===== src/rtl/mem_pkg.sv =====
// Shared types and defaults for the dual-port clearable data memory.
package mem_pkg;

  typedef enum logic [0:0] {CLEAR, READY} mem_state_t;

  localparam int unsigned MEM_ADDR_W = 5;
  localparam int unsigned MEM_DATA_W = 4;

  // Even parity: the bit that makes the total number of ones even.
  function automatic logic even_parity(input logic [31:0] data);
    return ^data;
  endfunction

endpackage


===== src/rtl/mem_clr_seq.sv =====
// Clear sequencer: walks every address once after reset or on request,
// holding busy high until the last word has been written.
module mem_clr_seq
  import mem_pkg::*;
#(
  parameter int unsigned ADDR_WIDTH = MEM_ADDR_W
) (
  input  logic                  clk,
  input  logic                  rst,
  input  logic                  clear_req,
  output logic                  busy,
  output logic                  clr_we,
  output logic [ADDR_WIDTH-1:0] clr_addr,
  output logic                  done
);

  localparam logic [ADDR_WIDTH-1:0] LastAddr = '1;

  mem_state_t            state_q, state_d;
  logic [ADDR_WIDTH-1:0] cnt_q, cnt_d;

  always_ff @(posedge clk) begin
    if (rst) begin
      state_q <= CLEAR;
      cnt_q   <= '0;
    end else begin
      state_q <= state_d;
      cnt_q   <= cnt_d;
    end
  end

  always_comb begin
    state_d = state_q;
    cnt_d   = cnt_q;
    done    = 1'b0;
    unique case (state_q)
      CLEAR: begin
        cnt_d = cnt_q + ADDR_WIDTH'(1);
        if (cnt_q == LastAddr) begin
          state_d = READY;
          done    = ~rst;
        end
      end
      READY: begin
        if (clear_req) begin
          state_d = CLEAR;
          cnt_d   = '0;
        end
      end
      default: state_d = CLEAR;
    endcase
  end

  assign busy     = (state_q == CLEAR);
  // Reset must not disturb the array, so no clear write while rst is high.
  assign clr_we   = busy & ~rst;
  assign clr_addr = cnt_q;

endmodule


===== src/rtl/mem_dp_clr.sv =====
// Dual-read, single-write data memory with built-in clear sequencer and
// optional write-through bypass. Define MEM_DP_PARITY_EN for per-word parity.
module mem_dp_clr
  import mem_pkg::*;
#(
  parameter int unsigned ADDR_WIDTH  = MEM_ADDR_W,
  parameter int unsigned DATA_WIDTH  = MEM_DATA_W,
  parameter int unsigned CLEAR_VALUE = 0,
  parameter int unsigned BYPASS      = 1
) (
  input  logic                  clk,
  input  logic                  rst,
  input  logic                  clear_req,
  output logic                  busy,
  input  logic                  we,
  input  logic [ADDR_WIDTH-1:0] wr_addr,
  input  logic [DATA_WIDTH-1:0] wr_data,
  output logic                  wr_err,
  input  logic [ADDR_WIDTH-1:0] rd_addr_a,
  output logic [DATA_WIDTH-1:0] rd_data_a,
  input  logic [ADDR_WIDTH-1:0] rd_addr_b,
  output logic [DATA_WIDTH-1:0] rd_data_b,
  output logic                  perr_a,
  output logic                  perr_b,
  output logic                  perr_sticky
);

  localparam int unsigned DEPTH = 2 ** ADDR_WIDTH;
  localparam logic [DATA_WIDTH-1:0] ClrData = DATA_WIDTH'(CLEAR_VALUE);
`ifdef MEM_DP_PARITY_EN
  localparam int unsigned WordW = DATA_WIDTH + 1;
`else
  localparam int unsigned WordW = DATA_WIDTH;
`endif

  function automatic logic [WordW-1:0] encode(input logic [DATA_WIDTH-1:0] d);
`ifdef MEM_DP_PARITY_EN
    return {even_parity(32'(d)), d};
`else
    return d;
`endif
  endfunction

  logic [WordW-1:0]      mem_q [DEPTH];
  logic                  clr_we, done, user_we, mem_we;
  logic [ADDR_WIDTH-1:0] clr_addr, mem_waddr;
  logic [WordW-1:0]      mem_wdata, word_a, word_b;
  logic                  byp_a, byp_b;
  logic                  wr_err_q, perr_sticky_q;

  mem_clr_seq #(
    .ADDR_WIDTH(ADDR_WIDTH)
  ) u_seq (
    .clk      (clk),
    .rst      (rst),
    .clear_req(clear_req),
    .busy     (busy),
    .clr_we   (clr_we),
    .clr_addr (clr_addr),
    .done     (done)
  );

  assign user_we = we & ~busy & ~rst;

  always_comb begin
    mem_we    = 1'b0;
    mem_waddr = wr_addr;
    mem_wdata = encode(wr_data);
    if (clr_we) begin
      mem_we    = 1'b1;
      mem_waddr = clr_addr;
      mem_wdata = encode(ClrData);
    end else if (user_we) begin
      mem_we = 1'b1;
    end
  end

  always_ff @(posedge clk) begin
    if (mem_we) begin
      mem_q[mem_waddr] <= mem_wdata;
    end
  end

  assign word_a = mem_q[rd_addr_a];
  assign word_b = mem_q[rd_addr_b];
  assign byp_a  = (BYPASS != 0) && user_we && (rd_addr_a == wr_addr);
  assign byp_b  = (BYPASS != 0) && user_we && (rd_addr_b == wr_addr);

  // While clearing, the array is partly stale; present the clear value instead.
  assign rd_data_a = busy ? ClrData : (byp_a ? wr_data : word_a[DATA_WIDTH-1:0]);
  assign rd_data_b = busy ? ClrData : (byp_b ? wr_data : word_b[DATA_WIDTH-1:0]);

`ifdef MEM_DP_PARITY_EN
  assign perr_a = ~busy & ~byp_a &
                  (word_a[DATA_WIDTH] != even_parity(32'(word_a[DATA_WIDTH-1:0])));
  assign perr_b = ~busy & ~byp_b &
                  (word_b[DATA_WIDTH] != even_parity(32'(word_b[DATA_WIDTH-1:0])));
`else
  assign perr_a = 1'b0;
  assign perr_b = 1'b0;
`endif

  always_ff @(posedge clk) begin
    if (rst) begin
      wr_err_q      <= 1'b0;
      perr_sticky_q <= 1'b0;
    end else begin
      wr_err_q <= busy & we;
      if (done) begin
        perr_sticky_q <= 1'b0;
      end else if (perr_a | perr_b) begin
        perr_sticky_q <= 1'b1;
      end
    end
  end

  assign wr_err      = wr_err_q;
  assign perr_sticky = perr_sticky_q;

endmodule


===== config.mk =====
export PLATFORM = sky130hd
export DESIGN_NAME = mem_dp_clr
export DESIGN_NICKNAME = d
export VERILOG_FILES = /design/src/rtl/mem_pkg.sv /design/src/rtl/mem_clr_seq.sv /design/src/rtl/mem_dp_clr.sv
export SDC_FILE = /design/constraint.sdc
export NUM_CORES = 1
export LEC_CHECK = 0
export ABC_AREA = 1
export BUFFER_PORTS_ARGS = -buffer_cell sky130_fd_sc_hd__buf_2
export CORE_AREA = 2 2 86 170
export CTS_CLUSTER_DIAMETER = 150
export DETAILED_ROUTE_END_ITERATION = 8
export DIE_AREA = 0 0 88 172
export HOLD_SLACK_MARGIN = 0.12
export PLACE_DENSITY = 0.73
export SLEW_MARGIN = 0
export SYNTH_ARGS = -nofsm -noshare
export SYNTH_HDL_FRONTEND = slang
export SYNTH_SLANG_ARGS = --single-unit

===== constraint.sdc =====
create_clock -name clk -period 1.6 [get_ports clk]
set_input_delay 0 -clock clk [delete_from_list [all_inputs] [get_ports clk]]
set_output_delay 0 -clock clk [all_outputs]
set_load 0.03 [all_outputs]

==> results of run 1 <==
worst min-delay path: stages:
cell	delay (ns)
buf_2	0.14
inv_1	0.10
nor2_4	0.11
state kept, by name (all words and copies together) (netlist names):
name            count
mem_q             128
wr_err              1
u_seq.clr_addr      5
u_seq.state_q       1
placed cells by master (no fill, tap or decap), types with 2 or more instances in the layout:
cell,n
o21ai_4,4
nand2_1,339
clkinv_1,4
o21ai_0,3
buf_4,56
a32o_1,2
nand2_2,3
nor2_2,11
a21oi_2,2
nor2_4,30
o21ai_2,8
clkinv_4,2
buf_12,15
ha_1,2
conb_1,3
nor2_1,9
nand2_4,7
inv_8,2
xor2_1,4
or2_0,2
nand3_2,6
a21oi_1,8
inv_6,5
dlygate4sd3_1,6
clkbuf_16,17
clkinvlp_4,3
nand3_4,3
buf_2,24
buf_6,15
edfxtp_1,128
a21oi_4,4
inv_2,6
inv_1,19
nand3_1,208
dfxtp_1,6
synthesized netlist by cell type, drive strengths merged:
cell,n
a21oi,14
inv,25
clkinv,2
ha,2
nor3,2
xor2,4
nand2,349
a31oi,1
nor2,50
o21ai,15
dfxtp,7
clkbuf,11
nor3b,1
edfxtp,128
or2,4
buf,43
a211oi,1
a32o,2
nand3,217
conb,1
power by group through the flow:
stage	Combinational [mW]	Sequential, mW	Clock (mW)
after floorplan	0.636	4.00	0
after global placement	1.11	4.00	0
after detailed placement	1.11	4.00	0
after CTS	1.23	3.93	3.75
after global routing	1.36	3.93	3.90
final	1.29	3.93	3.74
per-stage QoR:
step	power (mW)	hold WS, ns
2_1_floorplan	4.64	0.0617
3_3_place_gp	5.11	0.273
5_1_grt	9.18	0.142
3_5_place_dp	5.11	0.270
4_1_cts	8.90	0.167
6_report	8.96	0.127
kinds of logic after synthesis:
| group | after synthesis | synth area share |
|---|---|---|
| compound gates | 33 | 0.0266 |
| xor+xnor | 4 | 0.00480 |
| fa+ha+maj | 2 | 0.00343 |
| buf+inv | 81 | 0.0542 |
| flops | 135 | 0.546 |
| other cells | 1 | 0.000514 |
| simple gates | 623 | 0.364 |
per-layer routing:
layer,vias up,share of wire
li1,3146,-
met1,3196,0.31
met2,486,0.53
met3,141,0.080
met4,0,0.081
met5,-,0
final cells by class:
| type | instances | area (sq um) | share of cell area |
|---|---|---|---|
| sequential | 135 | 3990 | 0.425 |
| multi-input combinational | 665 | 3400 | 0.363 |
| clock buffer | 17 | 425 | 0.0454 |
| inverter | 27 | 101 | 0.0108 |
| clock inverter | 15 | 144 | 0.0153 |
| timing repair buffer | 117 | 1080 | 0.116 |
| tap | 189 | 236 | 0.0252 |
worst paths after layout:
path | to | slack [ns] | depth (start not counted)
max | rd_data_a[1] | -0.32 | 8
min | mem_q[23][3]$_DFFE_PP_ | 0.13 | 3
max reg2reg | mem_q[25][2]$_DFFE_PP_ | -0.21 | 7
min reg2reg | u_seq.clr_addr[2]$_SDFFE_PP0P_ | 0.56 | 2
timing repair:
action | in CTS | in global routing
buffers inserted | 7 | 1
setup endpoints to repair | 136 | 155
cloned | 0 | 0
hold buffers | 6 | 0
gates resized for setup | 102 | 10
pin swaps | 24 | 12
endpoints found under the hold margin | 29 | 0
==> results.cfg, run 1 <==
[cells_and_area]
design_area_sq_um = 9380
final_layout_size_suffix_gt1_frac = 0.235
nets = 988
area_growth_syn_to_layout_pct = 28.7
insertedDiodeCount = 0
utilization = 0.679
stdcell_count = 1165
fillers = 1011

[sta]
setup_violations = 137
layout_min_cycle_time_ns = 1.92
max_freq_mhz = 522
finalClockSkew_ns = 0.00626
final.setup.tns_ns = -22.76
final_hold_viol_count = 0
rsz0062_at_grt = yes
layout_worst_path_cycle_share = 1.20
report.final.slew_viol_count = 0
setup_slack_ns = -0.317
relSlewSlack = 0.516
tightest_slew_ns = 0.726

[power]
pwr-share-clk = 0.418
p_comb_frac = 0.144
p_switching_mw = 2.45
p_int_mw = 6.51
p_per_area_nw_per_um2 = 955
max-vdd-ir-drop_mv = 1.11
p_seq_frac = 0.438
power.leakage_nw = 3.76
switching_share = 0.273

[clocking]
cts_buffer_depth = 2
cts.sink_count = 135
root_buffer = clkbuf_16
cts_buffers = 17
cts_tree = done
htreeDepth = 4
clk_pin_slew_ns = 0.06
clk_latency_ns = 0.42

[synthesis]
synth_area_sq_um = 7290
synth-seq-area-share = 0.546
ys_ff_latch = 135
synth.avg_cell_area_sq_um = 8.29
synth_warnings = 0
synth_top_area_cell = edfxtp_1
ys_top_cells_by_area = edfxtp_1, nand2_1, nand3_1
synth_top_area_frac = 0.527
syn_inst = 879
ys_types = 28

[floorplan]
fp-row-count = 61
io_pins = 36
dieHeight_um = 172
start_util = 0.528
die-area_sq_um = 15100
dieWidth_um = 88
core_area_sq_um = 13800

[grt]
overflow = 0
grt_util_all_layers = 0.331
grt_max_degree = 33
grt_busiest_layer = met2
use_met1 = 0.350
antenna_found_initial = 0
use_met2 = 0.583
grt_pass1_vias = 6658
use_met3 = 0.0516
grt_pass1_wl_um = 36100

[route]
vias = 6969
drt-initial-drc-count = 817
wl_um = 24100
dr.pass1.iters = 6
antenna_left = 0
via_per_inst = 5.98
routedWlPerCell_um = 20.7
post-route-drc-count = 0

[setup_path]
worst-path-max-fanout = 4
cp-start-kind = flop
cp_top_family = buffers and inverters
cp-end-kind = output port
required_ns = 1.60
critPathLaunch = u_seq.state_q$_SDFF_PP0_
worst_ep_arrival_time_ns = 1.92
max_stage_delay_ns = 0.36
crit_buf_inv = 3
cp_common_cell = buf_4
critPathKind = flop to output port
crit_chain = buf_6 -> nand3_4 -> nor3_2 -> nand3_2 -> buf_4 -> o21ai_0 -> a21oi_1 -> buf_4
r2r_start = u_seq.state_q$_SDFF_PP0_
slowest_stage = dfxtp_2

[flow_run]
cap_violations = 0

[placed_design]
place_area_sq_um = 8230
place_congestion = 0.942
place_ws_ns = -0.191
dp_cells = 1119
io_buffers = 32
dp_hpwl_um = 16300

[run_status]
status = finished with violations
violations = negative setup slack

[worst_hold_path]
min_path_type = input pin to flop
min-delay-start = wr_data[3]
(Power assumes the default switching activity.)
==> run 2, diff against run 1 <==
- ABC_AREA: 1 -> default
- CORE_AREA: 2 2 86 170 -> 4 4 87 170
- DIE_AREA: 0 0 88 172 -> 0 0 91 174
==> run 2 against run 1 <==
Against the previous run: the run still ends with negative setup slack left; synthesized area decreased by 2.5%; fmax is 6.1% lower; register-to-register slack barely moved; worst hold slack improved by 0.17 ns; via count shrank 21%; critical path type unchanged; highest routed layer unchanged.
==> results.cfg, run 2 <==
[placed_design]
place_congestion = 0.985
place_ws_ns = -0.215
io_buffers = 32
dp_hpwl_um = 15100

[floorplan]
start_util = 0.526
fp-row-count = 60
dieWidth_um = 91
dieHeight_um = 174
io_pins = 36
die-area_sq_um = 15800
core_area_sq_um = 13500

[setup_path]
cp-end-kind = output port
crit_buf_inv = 1
max_stage_delay_ns = 0.43
required_ns = 1.60
slowest_stage = edfxtp_1
worst-path-max-fanout = 2
worst_ep_arrival_time_ns = 2.04
cp-start-kind = flop
crit_chain = mux2i_2 -> a22o_1 -> nor4_1 -> a31oi_1 -> a41oi_2 -> buf_6
critPathKind = flop to output port
cp_top_family = compound AO/OA/AOI/OAI gates

[power]
power_mw = 8.76
max-vdd-ir-drop_mv = 0.757
power.leakage_nw = 3.41
p_per_area_nw_per_um2 = 930

[sta]
finalClockSkew_ns = 0.00633
max_freq_mhz = 490
relSlewSlack = 0.313
tightest_slew_ns = 1.03
rsz0062_at_grt = yes
final_hold_viol_count = 0
setup_slack_ns = -0.441
holdWs_ns = 0.300
report.final.slew_viol_count = 0
layout_min_cycle_time_ns = 2.04
setup_violations = 172
layout_worst_path_cycle_share = 1.28

[synthesis]
ys_types = 36
synth_common_cells = mux2i_1, edfxtp_1, nor2_1, nand2_1, a22oi_1
synth_warnings = 0
ys_top_cells_by_area = edfxtp_1, mux2i_1, a22oi_1
synth_top_area_cell = edfxtp_1
synth_edf_count = 128
synth-seq-area-share = 0.561
ys_async_sr_fraction = 0
yosys.cell_count.top_type = mux2i_1
synth.avg_cell_area_sq_um = 12.8
synth_top_area_frac = 0.541
syn_inst = 556
synthFlopType = edfxtp_1
ys_ff_latch = 135
synth_area_sq_um = 7110

[cells_and_area]
final_layout_size_suffix_gt1_frac = 0.352
final_common_cell = edfxtp_1
largest_register_ffs = 128
nets = 673
regMostFlops = mem_q
area_growth_syn_to_layout_pct = 32.5
insertedDiodeCount = 0
final_cell_mix = edfxtp_1, mux2i_1, nor2_4

[route]
via_per_inst = 6.75
routedWlPerCell_um = 27.3
post-route-drc-count = 0
wl_um = 22200
vias = 5510
drt-initial-drc-count = 552
dr.pass1.iters = 6
antenna_left = 0

[clocking]
cts_tree = done
clk_pin_slew_ns = 0.06
cts_buffers = 17
root_buffer = clkbuf_16
htreeDepth = 4
cts_buffer_depth = 2
clk_latency_ns = 0.41
cts.sink_count = 135

[flow_run]
cap_violations = 0

[grt]
antenna_found_initial = 0
overflow = 0
grt_pass1_wl_um = 31500
grt_max_degree = 23
grt_pass1_vias = 5528
grt_util_all_layers = 0.268

[run_status]
violations = negative setup slack
status = finished with violations

[worst_hold_path]
min_path_type = input pin to flop
## run 2: power by group
part           total, mW  switching [mW]  internal [mW]
sequential          3.93          0.0289           3.90
combinational       1.18           0.699          0.479
clock               3.65            1.51           2.14
## run 2: routing by layer
metal  vias to the layer above  global-route usage  share of wire
met2                       331               0.502           0.54
li1                       2345                   -              -
met4                         0               0.145          0.076
met1                      2718               0.273           0.32
met3                       116              0.0524          0.064
met5                         -                   0              0
## run 2: metrics by stage
step | cells | area (sq um) | utilization | setup TNS, ns
final | 816 | 9420 | 0.697 | -25.53
after global routing | 816 | 9420 | 0.697 | -29.94
after CTS | 807 | 8930 | 0.661 | -4.83
after detailed placement | 763 | 7860 | 0.581 | -25.14
after global placement | 763 | 7860 | 0.581 | -17.52
after floorplan | 558 | 7240 | - | -34.17
## run 2: cell type report
class                      count  area [sq um]
fill                         851          4100
inverter                       1          3.75
timing repair buffer         109          1150
tap                          155           194
multi-input combinational    384          3530
clock inverter                14           125
clock buffer                  18           429
sequential                   135          3990
## run 2: worst reg2reg max path: cells and delay by family, from the launching register on
| family | cells | cell delay (ns) |
|---|---|---|
| buf+inv | 4 | 0.53 |
| flops | 1 | 0.36 |
| simple gates | 3 | 0.36 |
| mux | 1 | 0.33 |
## run 2: repair_timing
item	4_1_cts	5_1_grt
setup endpoints to repair	250	190
pin swaps	36	49
cloned	1	0
hold endpoints to repair	63	0
hold buffers	8	0
buffers inserted	3	13
gates resized for setup	106	76
## run 2: worst paths after layout
path	start	to	slack [ns]	cells after the start
worst max-delay path	mem_q[2][3]$_DFFE_PP_	rd_data_a[3]	-0.44	6
worst min-delay path	wr_addr[0]	mem_q[2][2]$_DFFE_PP_	0.30	5
worst max register to register	u_seq.state_q$_SDFF_PP0_	mem_q[25][2]$_DFFE_PP_	-0.21	8
worst min register to register	u_seq.clr_addr[4]$_SDFFE_PP0P_	u_seq.clr_addr[4]$_SDFFE_PP0P_	0.66	4
## run 2: kinds of logic after synthesis
family,count (synthesis),synth area share
flops,135,0.561
simple gates,134,0.0886
mux,132,0.186
compound gates,101,0.101
buf+inv,40,0.0461
xor+xnor,11,0.0136
fa+ha+maj,2,0.00352
other cells,1,0.000528
==> run 3, diff against run 2 <==
- HOLD_SLACK_MARGIN: 0.12 -> default
- SKIP_LAST_GASP: default -> 1
- SLEW_MARGIN: 0 -> default
==> run 3 against run 2 <==
Against the previous run: the flow still finishes with violations (negative setup slack); register-to-register slack got worse by 0.04 ns; global-route usage fell by 0.21 points; sequential power barely moved; count of clock-buffer cells in the layout did not move; sequential cell count did not move; setup slack improved by 0.042 ns; fmax rose by 2.1%; final cell count fell by 1.1%; worst hold slack got worse by 0.24 ns; critical path depth did not move; power fell by 0.55%; critical path type unchanged; critical endpoint unchanged; largest cell class unchanged.
==> results.cfg, run 3 (synthesized netlist as in run 2, its figures left out) <==
[power]
max-vdd-ir-drop_mv = 0.753
pwr-share-clk = 0.419
p_per_area_nw_per_um2 = 941
p_comb_frac = 0.130
switching_share = 0.254
p_seq_frac = 0.451
power_mw = 8.71
power.leakage_nw = 3.34
p_int_mw = 6.50
p_switching_mw = 2.21

[setup_path]
cp-start-kind = flop
worst-path-max-fanout = 2
critPathKind = flop to output port
required_ns = 1.60
r2r_start = u_seq.state_q$_SDFF_PP0_
cp-end-kind = output port
critPathLaunch = mem_q[2][3]$_DFFE_PP_
worst_ep_arrival_time_ns = 2.00

[floorplan]
dieHeight_um = 174
fp-row-count = 60
core_area_sq_um = 13500
die-area_sq_um = 15800
dieWidth_um = 91
start_util = 0.526
io_pins = 36

[sta]
setup_slack_ns = -0.399
layout_worst_path_cycle_share = 1.25
tightest_slew_ns = 0.993
final_hold_viol_count = 0
report.final.slew_viol_count = 0
layout_min_cycle_time_ns = 2.00
max_freq_mhz = 500
finalClockSkew_ns = 0.00680
relSlewSlack = 0.336
rsz0062_at_grt = yes
holdWs_ns = 0.0607
setup_violations = 154

[grt]
grt_util_all_layers = 0.266
use_met1 = 0.269
overflow = 0
grt_max_degree = 23
grt_pass1_wl_um = 31300
use_met3 = 0.0567
use_met2 = 0.501
grt_pass1_vias = 5469
antenna_found_initial = 0
grt_busiest_layer = met2

[flow_run]
cap_violations = 0

[route]
wl_um = 21500
vias = 5334
drt-initial-drc-count = 478
routedWlPerCell_um = 26.7
via_per_inst = 6.61
post-route-drc-count = 0
antenna_left = 0
dr.pass1.iters = 6

[placed_design]
place_congestion = 0.985
dp_hpwl_um = 15100
io_buffers = 32
place_ws_ns = -0.215

[cells_and_area]
final_common_cell = edfxtp_1
final_layout_size_suffix_gt1_frac = 0.350
area_growth_syn_to_layout_pct = 30.2
nets = 664
insertedDiodeCount = 0
regMostFlops = mem_q
final_cell_mix = edfxtp_1, mux2i_1, nor2_4
largest_register_ffs = 128

[clocking]
cts_tree = done
htreeDepth = 4
clk_latency_ns = 0.41
root_buffer = clkbuf_16
cts.sink_count = 135
cts_buffer_depth = 2
clk_pin_slew_ns = 0.06
cts_buffers = 17

[run_status]
violations = negative setup slack
status = finished with violations

[worst_hold_path]
min_path_type = input pin to flop
min-delay-start = wr_data[3]
-- run 3: cell count changes in the layout (fill, tap and decap cells not counted), moves of 2 or more --
| cell | delta |
|---|---|
| buf_6 | -2 |
| dlygate4sd3_1 | -6 |
| o21ai_1 | +2 |
| mux2i_1 | -2 |
| nor2_2 | +2 |
| nor2_4 | -2 |
| mux2i_2 | +3 |
-- run 3: final timing paths --
| path | endpoint | slack, ns | cells after the start |
|---|---|---|---|
| min reg2reg | u_seq.clr_addr[0]$_SDFFE_PP0P_ | 0.59 | 2 |
| min | mem_q[17][3]$_DFFE_PP_ | 0.06 | 2 |
| max | rd_data_a[3] | -0.40 | 6 |
| max reg2reg | mem_q[26][1]$_DFFE_PP_ | -0.25 | 8 |
-- run 3: power by group through the flow --
stage / sequential [mW] / clock (mW) / combinational (mW)
detailed placement: 4.00 / 0 / 0.893
finish: 3.93 / 3.65 / 1.13
global route: 3.93 / 3.86 / 1.17
global placement: 4.00 / 0 / 0.882
floorplan: 4.00 / 0 / 0.566
CTS: 3.93 / 3.65 / 0.991
-- run 3: stage by stage --
| step | setup TNS (ns) | utilization | instance area [sq um] | cells |
|---|---|---|---|---|
| 2_1_floorplan | -34.17 | - | 7240 | 558 |
| 3_5_place_dp | -25.14 | 0.581 | 7860 | 763 |
| 5_1_grt | -31.99 | 0.685 | 9260 | 807 |
| 6_report | -24.88 | 0.685 | 9260 | 807 |
| 4_1_cts | -5.00 | 0.654 | 8840 | 801 |
| 3_3_place_gp | -17.52 | 0.581 | 7860 | 763 |
-- run 3: layout make-up --
| cell class | instances | area (sq um) |
|---|---|---|
| fillers | 860 | 4260 |
| flip-flops and latches | 135 | 3990 |
| multi-input cells | 384 | 3470 |
| repair buffers | 100 | 1040 |
| clock buffers | 18 | 429 |
| well taps | 155 | 194 |
| clock inverters | 14 | 125 |
| inverters | 1 | 3.75 |
-- run 3: repair_timing --
item,CTS,global route
endpoints found under the setup margin,250,188
resized for setup,100,67
hold buffers,2,0
gates cloned,1,0
endpoints found under the hold margin,4,0
buffers inserted,3,9
pin swaps,35,40
-- run 3: per-layer routing --
metal | wire length (um) | vias to the layer above | part of all wire
met5 | 0 | - | 0
met4 | 1500 | 0 | 0.069
met3 | 1390 | 87 | 0.065
met2 | 11600 | 281 | 0.54
met1 | 7060 | 2645 | 0.33
li1 | - | 2321 | -
-- run 3: critical path: stages (launching register included) --
cell,delay [ns]
edfxtp_1,0.40
mux2i_2,0.12
a22o_1,0.27
nor4_1,0.31
a31oi_1,0.14
a41oi_2,0.19
buf_6,0.16
